[src/rtl/mem_io_ctrl_if.sv]
// CPU-side request/acknowledge bus of the SLC-3 memory/IO bridge.
// Handshake: the CPU raises Req with We/Addr/Wdata and holds them until Ack pulses for one cycle.
interface mem_io_ctrl_if #(
    parameter int DATA_W = 16,
    parameter int ADDR_W = 16
);
    logic              Req;
    logic              We;
    logic [ADDR_W-1:0] Addr;
    logic [DATA_W-1:0] Wdata;
    logic [DATA_W-1:0] Rdata;
    logic              Ack;
    logic              Busy;

    modport master (output Req, We, Addr, Wdata, input Rdata, Ack, Busy);
    modport slave  (input Req, We, Addr, Wdata, output Rdata, Ack, Busy);
endinterface

[src/rtl/mem_io_ctrl.sv]
// Memory/IO bridge: SRAM accesses with configurable wait states, plus the switch,
// hex-digit and LED registers mapped onto the two topmost addresses.
module mem_io_ctrl #(
    parameter int DATA_W      = 16,
    parameter int ADDR_W      = 16,
    parameter int WAIT_STATES = 1,
    parameter int NUM_HEX     = 4,
    parameter int SW_W        = 10,
    parameter int LED_W       = 10
) (
    input  logic                 Clk,
    input  logic                 Reset_n,
    mem_io_ctrl_if.slave         bus,
    input  logic [SW_W-1:0]      SW,
    output logic [LED_W-1:0]     LED,
    output logic [NUM_HEX*4-1:0] Hex,
    output logic [ADDR_W-1:0]    SRAM_Addr,
    output logic [DATA_W-1:0]    SRAM_Wdata,
    input  logic [DATA_W-1:0]    SRAM_Rdata,
    output logic                 SRAM_OE_n,
    output logic                 SRAM_WE_n,
    output logic [1:0]           Dbg_State
);
    typedef enum logic [1:0] {IDLE = 2'd0, ACCESS = 2'd1, DONE = 2'd2} state_t;

    localparam logic [ADDR_W-1:0] SW_ADDR  = '1;
    localparam logic [ADDR_W-1:0] LED_ADDR = {{(ADDR_W-1){1'b1}}, 1'b0};

    state_t               r_state;
    logic                 r_we;
    logic [3:0]           r_cnt;
    logic [ADDR_W-1:0]    r_addr;
    logic [DATA_W-1:0]    r_wdata;
    logic [DATA_W-1:0]    r_rdata;
    logic [NUM_HEX*4-1:0] r_hex;
    logic [LED_W-1:0]     r_led;
    logic                 r_ack;
    logic                 r_busy;
    logic                 r_oe_n;
    logic                 r_we_n;

    logic w_is_sw;
    logic w_is_led;

    assign w_is_sw  = (bus.Addr == SW_ADDR);
    assign w_is_led = (bus.Addr == LED_ADDR);

    // I/O side effects land on the accepting edge, so an I/O access goes straight to DONE.
    always_ff @(posedge Clk or negedge Reset_n) begin
        if (!Reset_n) begin
            r_state <= IDLE;
            r_we    <= 1'b0;
            r_cnt   <= '0;
            r_addr  <= '0;
            r_wdata <= '0;
            r_rdata <= '0;
            r_hex   <= '0;
            r_led   <= '0;
            r_ack   <= 1'b0;
            r_busy  <= 1'b0;
            r_oe_n  <= 1'b1;
            r_we_n  <= 1'b1;
        end else begin
            r_ack <= 1'b0;
            case (r_state)
                IDLE: begin
                    if (bus.Req) begin
                        r_addr  <= bus.Addr;
                        r_wdata <= bus.Wdata;
                        r_we    <= bus.We;
                        r_busy  <= 1'b1;
                        if (w_is_sw || w_is_led) begin
                            r_state <= DONE;
                            r_ack   <= 1'b1;
                            if (bus.We && w_is_sw)   r_hex   <= bus.Wdata[NUM_HEX*4-1:0];
                            if (bus.We && w_is_led)  r_led   <= bus.Wdata[LED_W-1:0];
                            if (!bus.We && w_is_sw)  r_rdata <= DATA_W'(SW);
                            if (!bus.We && w_is_led) r_rdata <= DATA_W'(r_led);
                        end else begin
                            r_state <= ACCESS;
                            r_cnt   <= 4'(WAIT_STATES);
                            r_oe_n  <= bus.We;
                            r_we_n  <= !bus.We;
                        end
                    end
                end
                ACCESS: begin
                    if (r_cnt != 4'd0) begin
                        r_cnt <= r_cnt - 4'd1;
                    end else begin
                        if (!r_we) r_rdata <= SRAM_Rdata;
                        r_oe_n  <= 1'b1;
                        r_we_n  <= 1'b1;
                        r_ack   <= 1'b1;
                        r_state <= DONE;
                    end
                end
                DONE: begin
                    r_busy  <= 1'b0;
                    r_state <= IDLE;
                end
                default: begin
                    r_state <= IDLE;
                    r_busy  <= 1'b0;
                    r_oe_n  <= 1'b1;
                    r_we_n  <= 1'b1;
                end
            endcase
        end
    end

    assign bus.Rdata  = r_rdata;
    assign bus.Ack    = r_ack;
    assign bus.Busy   = r_busy;
    assign LED        = r_led;
    assign Hex        = r_hex;
    assign SRAM_Addr  = r_addr;
    assign SRAM_Wdata = r_wdata;
    assign SRAM_OE_n  = r_oe_n;
    assign SRAM_WE_n  = r_we_n;
    assign Dbg_State  = r_state;
endmodule

[src/flat_wrapper.sv]
// flat-port wrapper written by rule: the top's interface ports become plain ports
module mem_io_ctrl_flat 
#(
    parameter int DATA_W      = 16,
    parameter int ADDR_W      = 16,
    parameter int WAIT_STATES = 1,
    parameter int NUM_HEX     = 4,
    parameter int SW_W        = 10,
    parameter int LED_W       = 10
)
  (Clk, Reset_n, SW, LED, Hex, SRAM_Addr, SRAM_Wdata, SRAM_Rdata, SRAM_OE_n, SRAM_WE_n, Dbg_State, bus_Req, bus_We, bus_Addr, bus_Wdata, bus_Rdata, bus_Ack, bus_Busy);
  mem_io_ctrl_if #(.DATA_W(DATA_W), .ADDR_W(ADDR_W)) bus_i ();
  input  logic Clk;
  input  logic Reset_n;
  input  logic [SW_W-1:0] SW;
  output logic [LED_W-1:0] LED;
  output logic [NUM_HEX*4-1:0] Hex;
  output logic [ADDR_W-1:0] SRAM_Addr;
  output logic [DATA_W-1:0] SRAM_Wdata;
  input  logic [DATA_W-1:0] SRAM_Rdata;
  output logic SRAM_OE_n;
  output logic SRAM_WE_n;
  output logic [1:0] Dbg_State;
  input wire logic [$bits(bus_i.Req)-1:0] bus_Req;
  input wire logic [$bits(bus_i.We)-1:0] bus_We;
  input wire logic [$bits(bus_i.Addr)-1:0] bus_Addr;
  input wire logic [$bits(bus_i.Wdata)-1:0] bus_Wdata;
  output wire logic [$bits(bus_i.Rdata)-1:0] bus_Rdata;
  output wire logic [$bits(bus_i.Ack)-1:0] bus_Ack;
  output wire logic [$bits(bus_i.Busy)-1:0] bus_Busy;
  assign bus_i.Req = bus_Req;
  assign bus_i.We = bus_We;
  assign bus_i.Addr = bus_Addr;
  assign bus_i.Wdata = bus_Wdata;
  assign bus_Rdata = bus_i.Rdata;
  assign bus_Ack = bus_i.Ack;
  assign bus_Busy = bus_i.Busy;
  mem_io_ctrl #(.DATA_W(DATA_W), .ADDR_W(ADDR_W), .WAIT_STATES(WAIT_STATES), .NUM_HEX(NUM_HEX), .SW_W(SW_W), .LED_W(LED_W)) u_core (.Clk(Clk), .Reset_n(Reset_n), .bus(bus_i), .SW(SW), .LED(LED), .Hex(Hex), .SRAM_Addr(SRAM_Addr), .SRAM_Wdata(SRAM_Wdata), .SRAM_Rdata(SRAM_Rdata), .SRAM_OE_n(SRAM_OE_n), .SRAM_WE_n(SRAM_WE_n), .Dbg_State(Dbg_State));
endmodule
[config.mk]
export PLATFORM = sky130hd
export DESIGN_NAME = mem_io_ctrl_flat
export DESIGN_NICKNAME = d
export VERILOG_FILES = /design/src/rtl/mem_io_ctrl_if.sv /design/src/rtl/mem_io_ctrl.sv /design/src/flat_wrapper.sv
export SDC_FILE = /design/constraint.sdc
export NUM_CORES = 1
export LEC_CHECK = 0
export CAP_MARGIN = 25
export CORE_MARGIN = 2
export CORE_UTILIZATION = 44
export DETAILED_ROUTE_END_ITERATION = 7
export PLACE_DENSITY = 0.85
export REMOVE_ABC_BUFFERS = 1
export SETUP_SLACK_MARGIN = 0.3
export SLEW_MARGIN = 20
export SYNTH_ARGS = -nofsm -noshare
export SYNTH_HDL_FRONTEND = slang
export SYNTH_SLANG_ARGS = --single-unit
export TNS_END_PERCENT = 1
[constraint.sdc]
create_clock -name Clk -period 2.4 [get_ports Clk]
set_clock_uncertainty 0.2 [all_clocks]
set_input_delay 0.36 -clock Clk [delete_from_list [all_inputs] [get_ports Clk]]
set_output_delay 0.36 -clock Clk [all_outputs]
set_load 0.005 [all_outputs]
-- After elaboration in Yosys (flattened, before gate mapping)
Index checks and enable logic that the tools add are counted.
- register bits: 85
- bits of input ports: 62
- output and inout bits: 80
- word-level logic and storage cells: 71
- add/sub/neg operators: 1
- eq/ne operators: 11
- multiplexer cells: 28
- bitwise logic cells: 2
- reductions and logical operators: 17
- operators by type and width (operator ; count):
    16-bit 2-to-1 mux ; 6
    16-bit equality test, second input constant ; 2
    16-bit case mux with 2 select lines ; 1
    4-bit AND reduction ; 4
    4-bit 2-to-1 mux ; 3
    1-bit 2-to-1 mux ; 9
    2-bit != test, second input constant ; 4
    4-bit case mux with 2 select lines ; 1
    2-bit 2-to-1 mux ; 3
    1-bit case mux with 3 select lines ; 2
    2-bit AND reduction ; 3
    6-bit AND reduction ; 1
    1-bit logical AND ; 4
    2-bit by 1-bit != test with 1-bit output, second input constant ; 2
    1-bit case mux with 2 select lines ; 2
    2-bit case mux with 2 select lines ; 1
    4-bit nonzero test ; 1
    4-bit by 1-bit subtractor with 4-bit output, second input constant ; 1
    3-bit by 1-bit != test with 1-bit output, second input constant ; 1
    2-bit by 1-bit equality test with 1-bit output, second input constant ; 1
    2-bit equality test, second input constant ; 1
    2-bit zero test ; 1
    1-bit NOT ; 2
    2-bit nonzero test ; 1
    other kinds (2) ; 2

-- Logic depth before layout (Yosys ltp)
- depth in word-level cells: 7
- gate-level depth with buffers: 8
- depth with buffers taken out: 7

-- Least setup slack after synthesis
No wires, ideal clock.
- path kind: in2reg
- start: in bus_Addr[14]
- end: reg u_core.r_hex[10] (netlist: u_core.Hex[10])
- setup time: 0.125 ns
- arrival time: 1.830 ns
- required time: 2.075 ns
- path slack: 0.244 ns
- stages: 7
- buffers on the path: 2
- cells stage by stage: nand4_1 or4_1 buf_6 nor2_8 nand3_4 buf_6 mux2_4
- word-level cells in the longest chain between the ends: 3
- elaborated cells on any way between the ends: 5
- classes of those cells: 2 x eq/ne; 3 x reduce/logical
- RTL lines (element ; RTL line ; source):
    start, declared ; flat_wrapper.sv:26 ; input wire logic [$bits(bus_i.Addr)-1:0] bus_Addr;
    16-bit equality test, on equally long branches ; mem_io_ctrl.sv:45, mem_io_ctrl.sv:46 ;
    1-bit logical AND or 1-bit logical OR (tied branches) ; mem_io_ctrl.sv:75, mem_io_ctrl.sv:72 ;
    4-bit AND reduction (no source line) * ; - ;
    end signal, assigned ; mem_io_ctrl.sv:75 ; if (bus.We && w_is_sw) r_hex <= bus.Wdata[NUM_HEX*4-1:0];
    end, declared ; mem_io_ctrl.sv:35 ; logic [NUM_HEX*4-1:0] r_hex;
Every way passes the cells marked *; elsewhere a longest branch is shown, timed or not.
A chain may end at the register's enable or synchronous reset.

-- Worst setup path in the final report
- start: in bus_Addr[5]
- end: reg u_core.r_rdata[6] (netlist: u_core.bus.Rdata[6])
- word-level cells in the longest chain between the ends: 6
- elaborated cells on any way between the ends: 12
- classes of those cells: 4 x eq/ne; 4 x mux; 4 x reduce/logical
- RTL lines (element ; RTL line ; source):
    16-bit equality test ; mem_io_ctrl.sv:46 ; assign w_is_led = (bus.Addr == LED_ADDR);
    1-bit logical AND ; mem_io_ctrl.sv:78 ; if (!bus.We && w_is_led) r_rdata <= DATA_W'(r_led);
    16-bit 2-to-1 mux ; mem_io_ctrl.sv:78 ;
    16-bit 2-to-1 mux ; mem_io_ctrl.sv:72 ; if (w_is_sw || w_is_led) begin
    16-bit 2-to-1 mux ; mem_io_ctrl.sv:67 ; if (bus.Req) begin
    16-bit case mux with 2 select lines ; mem_io_ctrl.sv:65 ; case (r_state)
    end signal, assigned ; mem_io_ctrl.sv:77 ; if (!bus.We && w_is_sw) r_rdata <= DATA_W'(SW);
    end signal, assigned ; mem_io_ctrl.sv:78 ;
    end signal, assigned ; mem_io_ctrl.sv:91 ; if (!r_we) r_rdata <= SRAM_Rdata;
    end, declared ; mem_io_ctrl.sv:34 ; logic [DATA_W-1:0] r_rdata;
Several ways; a longest one is shown, not always the timed one. The select of a mux whose other input is x is not followed.

==> impl_metrics.json <==
{
  "outcome": "completed",
  "maxSlewHeadroom": 0.618,
  "syn_to_final_growth_pct": 55.6,
  "cts_buffers": 9,
  "grt_pass1_wl_mm": 15.6,
  "grt_pass1_vias": 3185,
  "critical_path_class": "input pin to register",
  "insertion_delay_ns": 0.35,
  "synthMuxAreaShare": 0.125,
  "overflow": 0,
  "coreArea_mm2": 0.00813,
  "end_kind": "register",
  "drc": 0,
  "holdCritPathClass": "input pin to register",
  "final_design_area_no_fill_mm2": 0.00571,
  "clock.fmax_ghz": 0.478,
  "netlist_instances": 334,
  "portBuffers": 141,
  "grt_max_degree": 38,
  "routedWlPerCell_um": 16.3,
  "gp_congestion": 0.827,
  "synth_top_family_by_area": "simple AND/OR/NAND/NOR gates",
  "rsz0062_at_grt": "yes",
  "yosys.area_share.simple": 0.204,
  "placed_cell_area_mm2": 0.00536,
  "synth_compound_area_frac": 0.0569,
  "path_clk_slew_ns": 0.09,
  "synth_top_area_frac": 0.566,
  "crit_arrival_ns": 2.13,
  "powerDensity_mw_per_mm2": 1010,
  "startpoint_type": "input pin",
  "grt_util_all_layers": 0.226,
  "die_area_mm2": 0.00909,
  "yosysSeqAreaShare": 0.580,
  "synth-seq-cells": 85,
  "ys_top_cells_by_area": "dfrtp_1 57%, nand2_1 12%, mux2_1 4.9%",
  "initial_core_util": 0.451,
  "fin_crit_sh": 0.871,
  "cts_sinks": 85,
  "synth_cell_types": 38,
  "pin_count": 142,
  "h-tree-depth": 3,
  "yosysTopAreaCell": "dfrtp_1",
  "synth_area_per_cell_um2": 11.0,
  "wl_mm": 10.0,
  "final_common_cell": "clkdlybuf4s50_1",
  "antenna_found_initial": 0,
  "critPathMaxFanout": 6,
  "num_vias": 3122,
  "finalCriticalPeriod_ns": 2.09,
  "yosysWarnings": 0,
  "dp.cells": 590,
  "tritoncts": "done",
  "drv_cap": 0,
  "synth_area_mm2": 0.00367,
  "ir_worst_vdd_v": 0.000629,
  "first_pass_iters": 4,
  "fin_hold_ws_ns": 0.0144,
  "synthAdderAreaFrac": 0.00341,
  "cts_root_buf": "clkbuf_8",
  "slew_viol_final": 0,
  "diodes": 0,
  "worst_slew_pin_slew_ns": 0.572,
  "final_nets": 570,
  "via_per_inst": 5.07,
  "die_y_um": 95.3,
  "cp.required_ns": 2.43,
  "drive_gt1_frac": 0.204,
  "first_iter_violations": 142,
  "mostFrequentLayoutCells": "125 x clkdlybuf4s50_1, 114 x nand2_1, 83 x dfrtp_1",
  "stdcell_count": 616,
  "dp.final_hpwl_mm": 7.26,
  "setup_viol": 0,
  "detail-route-antenna-nets": 0,
  "slowest_stage": "or4_4",
  "utilization": 0.702,
  "crit_chain": "clkdlybuf4s15_1 -> nand4_1 -> or4_4 -> buf_8 -> buf_4 -> o31ai_4 -> buf_6 -> mux2i_1 -> a21oi_1",
  "cp_slowest_stage_delay_ns": 0.53,
  "rows": 33,
  "synth-xor-area-share": 0,
  "hold_viol_final": 0,
  "leakage_uw": 0.00273,
  "ctsLongestPathBuffers": 2,
  "fp.dieW_um": 95.3,
  "nFillCells": 583
}
[cell families (layout without fill, tap and decap cells)]
kind of cell / count (synthesis) / in the layout
buf+inv: 21 / 198
simple gates: 165 / 165
compound gates: 23 / 23
mux: 39 / 39
fa+ha+maj: 1 / 1
flops: 85 / 85
[stage by stage]
step / TNS (ns) / power [µW] / setup slack, ns
final: 0 / 5750 / 0.309
after global routing: 0 / 6140 / 0.186
after CTS: 0 / 5680 / 0.293
after detailed placement: -14.46 / 4520 / -0.398
after global placement: -12.94 / 4420 / -0.340
after floorplan: -3.58 / 3090 / -0.180
[path summary, 6_finish.rpt]
kind / start / to / slack [ns] / cells after the start
worst max-delay path: bus_Addr[5] / u_core.bus.Rdata[6] / 0.31 / 9
worst min-delay path: bus_Addr[13] / u_core.SRAM_Addr[13] / 0.01 / 3
worst max register to register: u_core.r_cnt[1] / u_core.bus.Rdata[0] / 0.33 / 9
worst min register to register: u_core.bus.Rdata[11] / u_core.bus.Rdata[11] / 0.27 / 2
max in group asynchronous: Reset_n / u_core.Hex[4] / 1.08 / 3
min in group asynchronous: Reset_n / u_core.r_cnt[0] / 0.31 / 2
[cell usage after synthesis]
cell / number
mux2_4: 10
nand3_4: 1
nor2_8: 1
ha_1: 1
dfstp_2: 2
mux2_1: 16
or4_1: 1
inv_1: 3
nor2_1: 14
buf_6: 3
nor2b_1: 1
nand2_1: 115
buf_4: 1
nand3_1: 7
and2_1: 2
o21ai_1: 5
nor3_4: 1
nor3b_1: 1
inv_2: 1
a211oi_2: 4
nand2b_1: 5
a211oi_1: 4
o31ai_4: 1
nor3_2: 4
a21o_1: 2
nand3b_1: 2
nand4_1: 3
o22ai_1: 1
o31a_1: 1
nor3_1: 6
dfrtp_1: 83
nand4b_1: 1
a21oi_1: 3
o32ai_4: 1
buf_2: 3
o32a_1: 1
clkbuf_1: 10
mux2i_1: 13
[report_power, final]
part / internal, µW / switching, µW
registers: 1890 / 272
clock network: 608 / 497
logic: 1360 / 1120
total: 3860 / 1890
[registers in the layout, indices dropped and copies added, names as in the netlist]
register           cells
u_core.Dbg_State       2
u_core.Hex            16
u_core.LED            10
u_core.SRAM_Addr      16
u_core.SRAM_OE_n       1
u_core.SRAM_WE_n       1
u_core.SRAM_Wdata     16
u_core.bus.Ack         1
u_core.bus.Busy        1
u_core.bus.Rdata      16
u_core.r_cnt           4
u_core.r_we            1
[layer usage]
metal / track usage / part of all wire
met5: 0 / 0
met4: 0.0725 / 0.014
met3: 0.0632 / 0.077
met2: 0.369 / 0.50
met1: 0.291 / 0.41
[timing repair]
| action | 4_1_cts | 5_1_grt |
|---|---|---|
| hold endpoints to repair | 33 | 0 |
| pin swaps | 4 | 7 |
| endpoints found under the setup margin | 49 | 38 |
| setup buffers | 7 | 3 |
| hold buffers | 1 | 0 |
| resized for setup | 31 | 36 |
[worst max-delay path, delay by kind of cell]
family | cells | cell delay, ns
AO/OA/AOI/OAI | 2 | 0.31
buffers and inverters | 4 | 0.65
multiplexers | 1 | 0.19
AND/OR/NAND/NOR | 2 | 0.62
[area by class of cell]
type	instances	area, µm²	share of cell area
well taps	105	131	0.0230
clock buffers	11	141	0.0247
flip-flops and latches	85	2130	0.373
inverters	4	15.0	0.00263
clock inverters	4	72.6	0.0127
multi-input cells	228	1510	0.264
repair buffers	179	1710	0.300
Power figures use the tool's default switching activity.
